==> config.mk <==
export PLATFORM = sky130hd
export DESIGN_NAME = seven_segment_scanner
export DESIGN_NICKNAME = d
export VERILOG_FILES = /design/src/rtl/seven_segment_scanner.sv
export SDC_FILE = /design/constraint.sdc
export NUM_CORES = 1
export LEC_CHECK = 0
export CORE_MARGIN = 2
export CORE_UTILIZATION = 29
export DETAILED_ROUTE_END_ITERATION = 16
export PLACE_DENSITY = 0.53
export SLEW_MARGIN = 20
export SYNTH_ARGS = -nofsm -noshare
export SYNTH_HDL_FRONTEND = slang
export SYNTH_SLANG_ARGS = --single-unit
==> constraint.sdc <==
create_clock -name clk -period 5.6 [get_ports clk]
set_clock_uncertainty 0.1 [all_clocks]
set_input_delay 1.12 -clock clk [delete_from_list [all_inputs] [get_ports clk]]
set_output_delay 1.12 -clock clk [all_outputs]
set_load 0.01 [all_outputs]
==> src/rtl/seven_segment_scanner.sv <==
// rtl/seven_segment_scanner.sv - time-multiplexed common-anode seven-segment driver
// Shadowed digit codes, per-digit blank/blink, dead time between slots, registered pins.
module seven_segment_scanner #(
  parameter int NUM_DIGITS   = 8,
  parameter int SCAN_DIV     = 100000,
  parameter int DEAD_CYCLES  = 1000,
  parameter int BLINK_ROUNDS = 50
) (
  input  logic                      clk,
  input  logic                      rst,
  input  logic [4*NUM_DIGITS-1:0]   codes,
  input  logic [NUM_DIGITS-1:0]     dp_in,
  input  logic [NUM_DIGITS-1:0]     blank,
  input  logic [NUM_DIGITS-1:0]     blink,
  input  logic                      load,
  output logic [6:0]                seg,
  output logic                      dp_n,
  output logic [NUM_DIGITS-1:0]     an
);

  localparam int CNT_W = (SCAN_DIV > 1) ? $clog2(SCAN_DIV) : 1;
  localparam int IDX_W = (NUM_DIGITS > 1) ? $clog2(NUM_DIGITS) : 1;
  localparam int RND_W = (BLINK_ROUNDS > 1) ? $clog2(BLINK_ROUNDS) : 1;

  localparam logic [CNT_W-1:0] CNT_LAST = CNT_W'(SCAN_DIV - 1);
  localparam logic [CNT_W-1:0] CNT_DEAD = CNT_W'(DEAD_CYCLES);
  localparam logic [IDX_W-1:0] IDX_LAST = IDX_W'(NUM_DIGITS - 1);
  localparam logic [RND_W-1:0] RND_LAST = RND_W'(BLINK_ROUNDS - 1);

  logic [CNT_W-1:0]          cnt_q, cnt_d;
  logic [IDX_W-1:0]          idx_q, idx_d;
  logic [RND_W-1:0]          round_q, round_d;
  logic                      blink_phase_q, blink_phase_d;
  logic [4*NUM_DIGITS-1:0]   shadow_codes_q, shadow_codes_d;
  logic [NUM_DIGITS-1:0]     shadow_dp_q, shadow_dp_d;
  logic [NUM_DIGITS-1:0]     an_q, an_d;
  logic [6:0]                seg_q, seg_d;
  logic                      dp_n_q, dp_n_d;

  logic [3:0] cur_code;
  logic       visible;

  // Active-low segment patterns, abcdefg.
  function automatic logic [6:0] glyph(input logic [3:0] code);
    logic [6:0] g;
    case (code)
      4'h0: g = 7'b0000001;
      4'h1: g = 7'b1001111;
      4'h2: g = 7'b0010010;
      4'h3: g = 7'b0000110;
      4'h4: g = 7'b1001100;
      4'h5: g = 7'b0100100;
      4'h6: g = 7'b0100000;
      4'h7: g = 7'b0001111;
      4'h8: g = 7'b0000000;
      4'h9: g = 7'b0000100;
      4'hA: g = 7'b1111110;
      4'hB: g = 7'b0011000;
      4'hC: g = 7'b0110001;
      4'hD: g = 7'b1101010;
      4'hE: g = 7'b1000010;
      4'hF: g = 7'b1000001;
    endcase
    return g;
  endfunction

  always_comb begin
    cnt_d          = cnt_q + CNT_W'(1);
    idx_d          = idx_q;
    round_d        = round_q;
    blink_phase_d  = blink_phase_q;
    shadow_codes_d = shadow_codes_q;
    shadow_dp_d    = shadow_dp_q;

    if (cnt_q == CNT_LAST) begin
      cnt_d = '0;
      if (idx_q == IDX_LAST) begin
        idx_d = '0;
        if (round_q == RND_LAST) begin
          round_d       = '0;
          blink_phase_d = ~blink_phase_q;
        end else begin
          round_d = round_q + RND_W'(1);
        end
      end else begin
        idx_d = idx_q + IDX_W'(1);
      end
    end

    if (load) begin
      shadow_codes_d = codes;
      shadow_dp_d    = dp_in;
    end

    // Outputs follow the current counters and shadow, so the pins lag by one cycle.
    cur_code = shadow_codes_q[{idx_q, 2'b00} +: 4];
    visible  = (cnt_q >= CNT_DEAD) && !blank[idx_q] && !(blink[idx_q] && blink_phase_q);

    an_d   = '1;
    seg_d  = 7'b1111111;
    dp_n_d = 1'b1;
    if (visible) begin
      an_d   = ~(NUM_DIGITS'(1) << idx_q);
      seg_d  = glyph(cur_code);
      dp_n_d = ~shadow_dp_q[idx_q];
    end
  end

  always_ff @(posedge clk) begin
    if (rst) begin
      cnt_q          <= '0;
      idx_q          <= '0;
      round_q        <= '0;
      blink_phase_q  <= 1'b0;
      shadow_codes_q <= '0;
      shadow_dp_q    <= '0;
      an_q           <= '1;
      seg_q          <= 7'b1111111;
      dp_n_q         <= 1'b1;
    end else begin
      cnt_q          <= cnt_d;
      idx_q          <= idx_d;
      round_q        <= round_d;
      blink_phase_q  <= blink_phase_d;
      shadow_codes_q <= shadow_codes_d;
      shadow_dp_q    <= shadow_dp_d;
      an_q           <= an_d;
      seg_q          <= seg_d;
      dp_n_q         <= dp_n_d;
    end
  end

  assign an   = an_q;
  assign seg  = seg_q;
  assign dp_n = dp_n_q;

endmodule

==> results_dict.tcl, run 1 <==
set metrics [dict create \
    final_nets 519 \
    mappedNetlistNets 453 \
    ir_drop_mv 0.1641 \
    setup.worst_path.start "idx_q[0]" \
    wl_met3_um 333 \
    gp_congestion 0.7339 \
    comb_power_share 0.086 \
    cp_slowest_cell "mux2i_1" \
    maxSlewViolCount 0 \
    synth_edf_count 0 \
    switchingPower_mw 0.3109 \
    p_int_mw 1.031 \
    maxCapViolCount 0 \
    power_mw 1.342 \
    io_pins 75 \
    synth_area_leader_cell "dfxtp_1" \
    synthAdderAreaFrac 0.05281 \
    die_h_um 118.3 \
    path_buf_inv 2 \
    antenna_cells 0 \
    ys_ff_latch 83 \
    layout_common_cells "dfxtp_1 (83), nor2_1 (74), clkdlybuf4s50_1 (73)" \
    min_from "cnt_q[0]" \
    tightest_slew_ps 965.4 \
    ant_nets 0 \
    critPathKind "reg -> reg" \
    cts.htree.levels 3 \
    cp-end-kind "flop" \
    power_density_nw_per_um2 270.1 \
    initial_utilization 0.2992 \
    yosysSeqAreaShare 0.4383 \
    period_minus_slack_ps 3090 \
    holdWs_ps 388.5 \
    crit_path_start_kind "flop" \
    drive_gt1_frac 0.09131 \
    clk_pin_slew_ps 70 \
    rr_startpoint "idx_q[0]" \
    cts_setup_buffers 0 \
    netlist_area_um2 3791 \
    grt_pass1_vias 2677 \
    wl_met1_mm 4.239 \
    core-area_um2 12670 \
    rsz0062_at_grt "no" \
    clock-sinks 83 \
    synth_top_family_by_area "multiplexers" \
    cts-root-buf "clkbuf_16" \
    cts_hold_buf 0 \
    cp_max_fo 14 \
    die-area_um2 14000 \
    synthXorXnorAreaFrac 0.04851 \
    antenna_found_initial 0 \
    critPathTopFamily "multiplexers" \
    slowest_delay_ps 780 \
    grt_util_all_layers 0.1204 \
    tns_ps 0 \
    yosys-top-cells-area "dfxtp_1 (44%), mux2i_1 (11%), mux4_2 (8.3%)" \
    postSynth.asyncResetShare 0 \
    p_seq_frac 0.462 \
    outcome "finished, final reports clean" \
    swShare 0.2317 \
    ys.flop_type "dfxtp_1" \
    postSynthCellCount 378 \
    worstPathCellList "buf_4, mux4_2, mux2i_1, inv_1, a211oi_1, o21ai_1" \
    synth_compound_area_frac 0.04191 \
    cts_buffers 9 \
    vias 2797 \
    wl_met2_mm 3.522 \
    muxShareOfSynthArea 0.2033 \
    hold_path_class "reg -> reg" \
    drt-wirelength-per-cell_um 13.19 \
    dp_hpwl_mm 5.835 \
    setup_viol 0 \
    vias_per_cell 4.504 \
    layout_commonest_cell "dfxtp_1" \
    yosysUniqueCellTypes 48 \
    cts-resized-gates 0 \
    num_rows 41 \
    worstPathArrival_ps 3180 \
    firstDrtPassIters 4 \
    p_clk_frac 0.452 \
    grt.overflow.total 0 \
    drc 0 \
    syn2layout_area_growth_pct 31.06 \
    post-route-util 0.3921 \
    fin_crit_sh 0.5517 \
    portBuffers 74 \
    grt_max_degree 47 \
    fmax_mhz 323.7 \
    yosys.area.top_type_share 0.4383 \
    drt_first_iter_violations 129 \
    drt-total-wl_mm 8.194 \
    grt_pass1_wl_mm 13.62 \
    synth-simple-area-share 0.1756 \
    cts_tree "yes" \
    relSlewSlack 0.3380 \
    avgSynthCellArea_um2 10.03 \
    highest_layer "met4" \
    clk_path_buf_depth 2 \
    cp.required_ps 5700 \
    ys_warn_count 0 \
    worstSkewPairLatency_ps 330 \
    final_hold_viol_count 0 \
    die_x_um 118.3 \
    power.leakage_nw 1.940 \
]
-- cells in the mapped netlist (2+ instances only) --
master and number:
o21a_1 2, buf_1 6, o21ai_1 4, clkbuf_1 6, nand2b_1 3, ha_1 16, nand4_1 5, inv_1 13
o21ai_0 3, nand3_1 14, a211oi_1 3, nor4_1 2, mux2i_1 43, dfxtp_1 83, nand2_1 21, nor2_1 74
buf_2 6, nor3_1 5, xor2_1 12, buf_4 3, or3_1 2, xnor2_1 9, and3_1 4, a21oi_1 2
mux4_2 14
-- registers in the layout (all words and copies together) (netlist names) --
signal          count
shadow_codes_q     32
cnt_q              17
an                  8
shadow_dp_q         8
seg                 7
round_q             6
idx_q               3
blink_phase_q       1
dp_n                1
-- final timing paths --
kind,depth (start not counted),slack [ps],endpoint
worst max register to register,6,2510,seg[1]
worst min-delay path,1,390,cnt_q[0]
worst max-delay path,6,2510,seg[1]
worst min register to register,1,390,cnt_q[0]
-- worst reg2reg max path: cells and delay by family, from the launching register on --
kind / cells / cell delay, ps
AOI/OAI and AO/OA: 2 / 320
muxes: 2 / 1330
buffers and inverters: 2 / 540
DFF: 1 / 670
-- logic make-up after synthesis --
logic type	Yosys count
AND/OR/NAND/NOR	141
flip-flops	83
multiplexers	59
XOR/XNOR	21
adder cells (fa/ha/maj)	16
AO/OA/AOI/OAI	23
buffers and inverters	35
-- power groups by stage --
stage	registers [mW]	clock network [mW]	logic, mW
floorplan	0.629	0	0.0662
global placement	0.632	0	0.115
detailed placement	0.633	0	0.117
CTS	0.620	0.622	0.117
global route	0.622	0.645	0.127
finish	0.620	0.606	0.116
-- layer usage --
layer / vias up / global-route usage
li1: 1428 / -
met1: 1295 / 0.1680
met2: 69 / 0.1828
met3: 5 / 0.02896
met4: 0 / 0.03840
met5: - / 0
-- area by class of cell --
cell class / count / area [um^2]
Fill cell: 1278 / 7702
Multi-Input combinational cell: 260 / 1979
Sequential cell: 83 / 1662
Timing Repair Buffer: 76 / 753.2
Clock buffer: 9 / 225.2
Tap cell: 172 / 215.2
Clock inverter: 7 / 81.33
Inverter: 14 / 52.55
-- per-stage QoR --
stage | cells | cell area (um^2) | setup slack, ps
6_report | 621 | 4969 | 2510
5_1_grt | 621 | 4969 | 2195
4_1_cts | 621 | 4966 | 2443
3_5_place_dp | 605 | 4659 | 2284
3_3_place_gp | 605 | 4659 | 2349
2_1_floorplan | 378 | 3791 | 3090
No activity file was read; power rests on OpenSTA's default activity.
==> run 2, diff against run 1 <==
==> constraint.sdc (replaced) <==
create_clock -name clk -period 3.2 [get_ports clk]
set_clock_uncertainty 0.1 [all_clocks]
set_input_delay 0.64 -clock clk [delete_from_list [all_inputs] [get_ports clk]]
set_output_delay 0.64 -clock clk [all_outputs]
set_load 0.01 [all_outputs]
==> run 2 against run 1 <==
Effect of this change: via count grew 1.9%; power grew 67%; maximum frequency rose by 22%; first-iteration DRC count fell by 38%; sequential share of layout area is 0.20 points lower; worst setup slack lost 1800 ps; die area unchanged; core utilization increased by 0.24 points; largest power group unchanged; register-to-register slack got worse by 1800 ps; final area is 0.60% higher; combinational power grew 79%.
==> results_dict.tcl, run 2 (synthesis results as in run 1) <==
set metrics [dict create \
    outcome "finished, final reports clean" \
    cp_max_fo 11 \
    maxCapViolCount 0 \
    path_buf_inv 1 \
    cts_tree "yes" \
    power_density_nw_per_um2 448.7 \
    rsz0062_at_grt "no" \
    maxSlewViolCount 0 \
    drt-wirelength-per-cell_um 13.33 \
    tns_ps 0 \
    worstPathArrival_ps 2610 \
    dp_slack_ps 412.5 \
    relSlewSlack 0.6007 \
    highest_layer "met4" \
    layout_common_cells "dfxtp_1 (83), nor2_1 (74), clkdlybuf4s50_1 (73)" \
    cts_hold_buf 0 \
    critPathTopFamily "simple AND/OR/NAND/NOR gates" \
    die_x_um 118.3 \
    cts.htree.levels 3 \
    crit_path_start_kind "flop" \
    cts-resized-gates 0 \
    largest-register "shadow_codes_q" \
    layout_commonest_cell "dfxtp_1" \
    final_nets 528 \
    clk_path_buf_depth 2 \
    die-area_um2 14000 \
    clk_pin_slew_ps 60 \
    place_inst 614 \
    slowest_delay_ps 550 \
    period_minus_slack_ps 2531 \
    tightest_slew_ps 594.4 \
    cp-end-kind "flop" \
    setup_viol 0 \
    critPathKind "reg -> reg" \
    firstDrtPassIters 4 \
    worstSkewPairLatency_ps 330 \
    core-area_um2 12670 \
    cp_slowest_cell "dfxtp_1" \
    ant_nets 0 \
    initial_utilization 0.2992 \
    wl_met2_mm 3.575 \
    setup_ws_ps 668.7 \
    antenna_found_initial 0 \
    antenna_cells 0 \
    hold_path_class "reg -> reg" \
    drt-total-wl_mm 8.385 \
    die_h_um 118.3 \
    grt.overflow.total 0 \
    worstPathCellList "buf_4, mux4_2, nand2b_1, o21a_1, nor3_4, o311ai_0" \
    holdWs_ps 372.9 \
    wl_met3_um 396 \
    syn2layout_area_growth_pct 31.85 \
    fillers 1298 \
    instances_no_fill 629 \
    cts-root-buf "clkbuf_16" \
    io_pins 75 \
    num_rows 41 \
    largest_reg_flops 32 \
    gp_congestion 0.7239 \
    grt_pass1_wl_mm 13.87 \
    vias_per_cell 4.531 \
    drt_first_iter_violations 80 \
    grt_pass1_vias 2810 \
    drive_gt1_frac 0.1028 \
    power.leakage_nw 1.966 \
    cp.required_ps 3280 \
    fmax_mhz 395.0 \
    fin_crit_sh 0.7910 \
    final_hold_viol_count 0 \
    portBuffers 74 \
    drc 0 \
    vias 2850 \
    grt_util_all_layers 0.1246 \
    clock-sinks 83 \
    cts_setup_buffers 0 \
    wl_met1_mm 4.288 \
    grt_max_degree 46 \
    dp_hpwl_mm 6.229 \
    ir_drop_mv 0.1897 \
    cts_buffers 9 \
    biggestRegsByFlops "shadow_codes_q (32), cnt_q (17)" \
]
run 2: layout make-up:
class	instances	area (um^2)	area share
multi-input combinational	260	1979	0.3960
sequential	83	1662	0.3324
timing repair buffer	85	818.3	0.1637
clock buffer	12	246.5	0.04931
tap	172	215.2	0.04305
inverter	14	52.55	0.01051
clock inverter	3	25.02	0.005006
run 2: stage by stage:
stage	util	power, mW	cell area, um^2
floorplan	-	1.218	3791
global placement	0.3731	1.312	4727
detailed placement	0.3731	1.317	4727
CTS	0.3945	2.284	4999
global route	0.3945	2.346	4999
finish	0.3945	2.243	4999
run 2: per-layer routing:
metal  GRT usage  up-vias
met1      0.1691     1335
met4     0.04970        0
li1            -     1444
met3     0.03185       11
met5           0        -
met2      0.1886       60
run 2: final timing paths:
kind | start | endpoint | slack, ps | depth (start not counted)
setup / recovery | idx_q[0] | seg[5] | 670 | 6
hold / removal | cnt_q[0] | cnt_q[0] | 370 | 1
setup reg to reg | idx_q[0] | seg[5] | 670 | 6
hold reg to reg | cnt_q[0] | cnt_q[0] | 370 | 1
run 2: where the power goes:
group / internal (mW) / switching, mW
sequential: 1.07 / 0.0180
combinational: 0.124 / 0.0836
clock: 0.546 / 0.405
total: 1.74 / 0.507
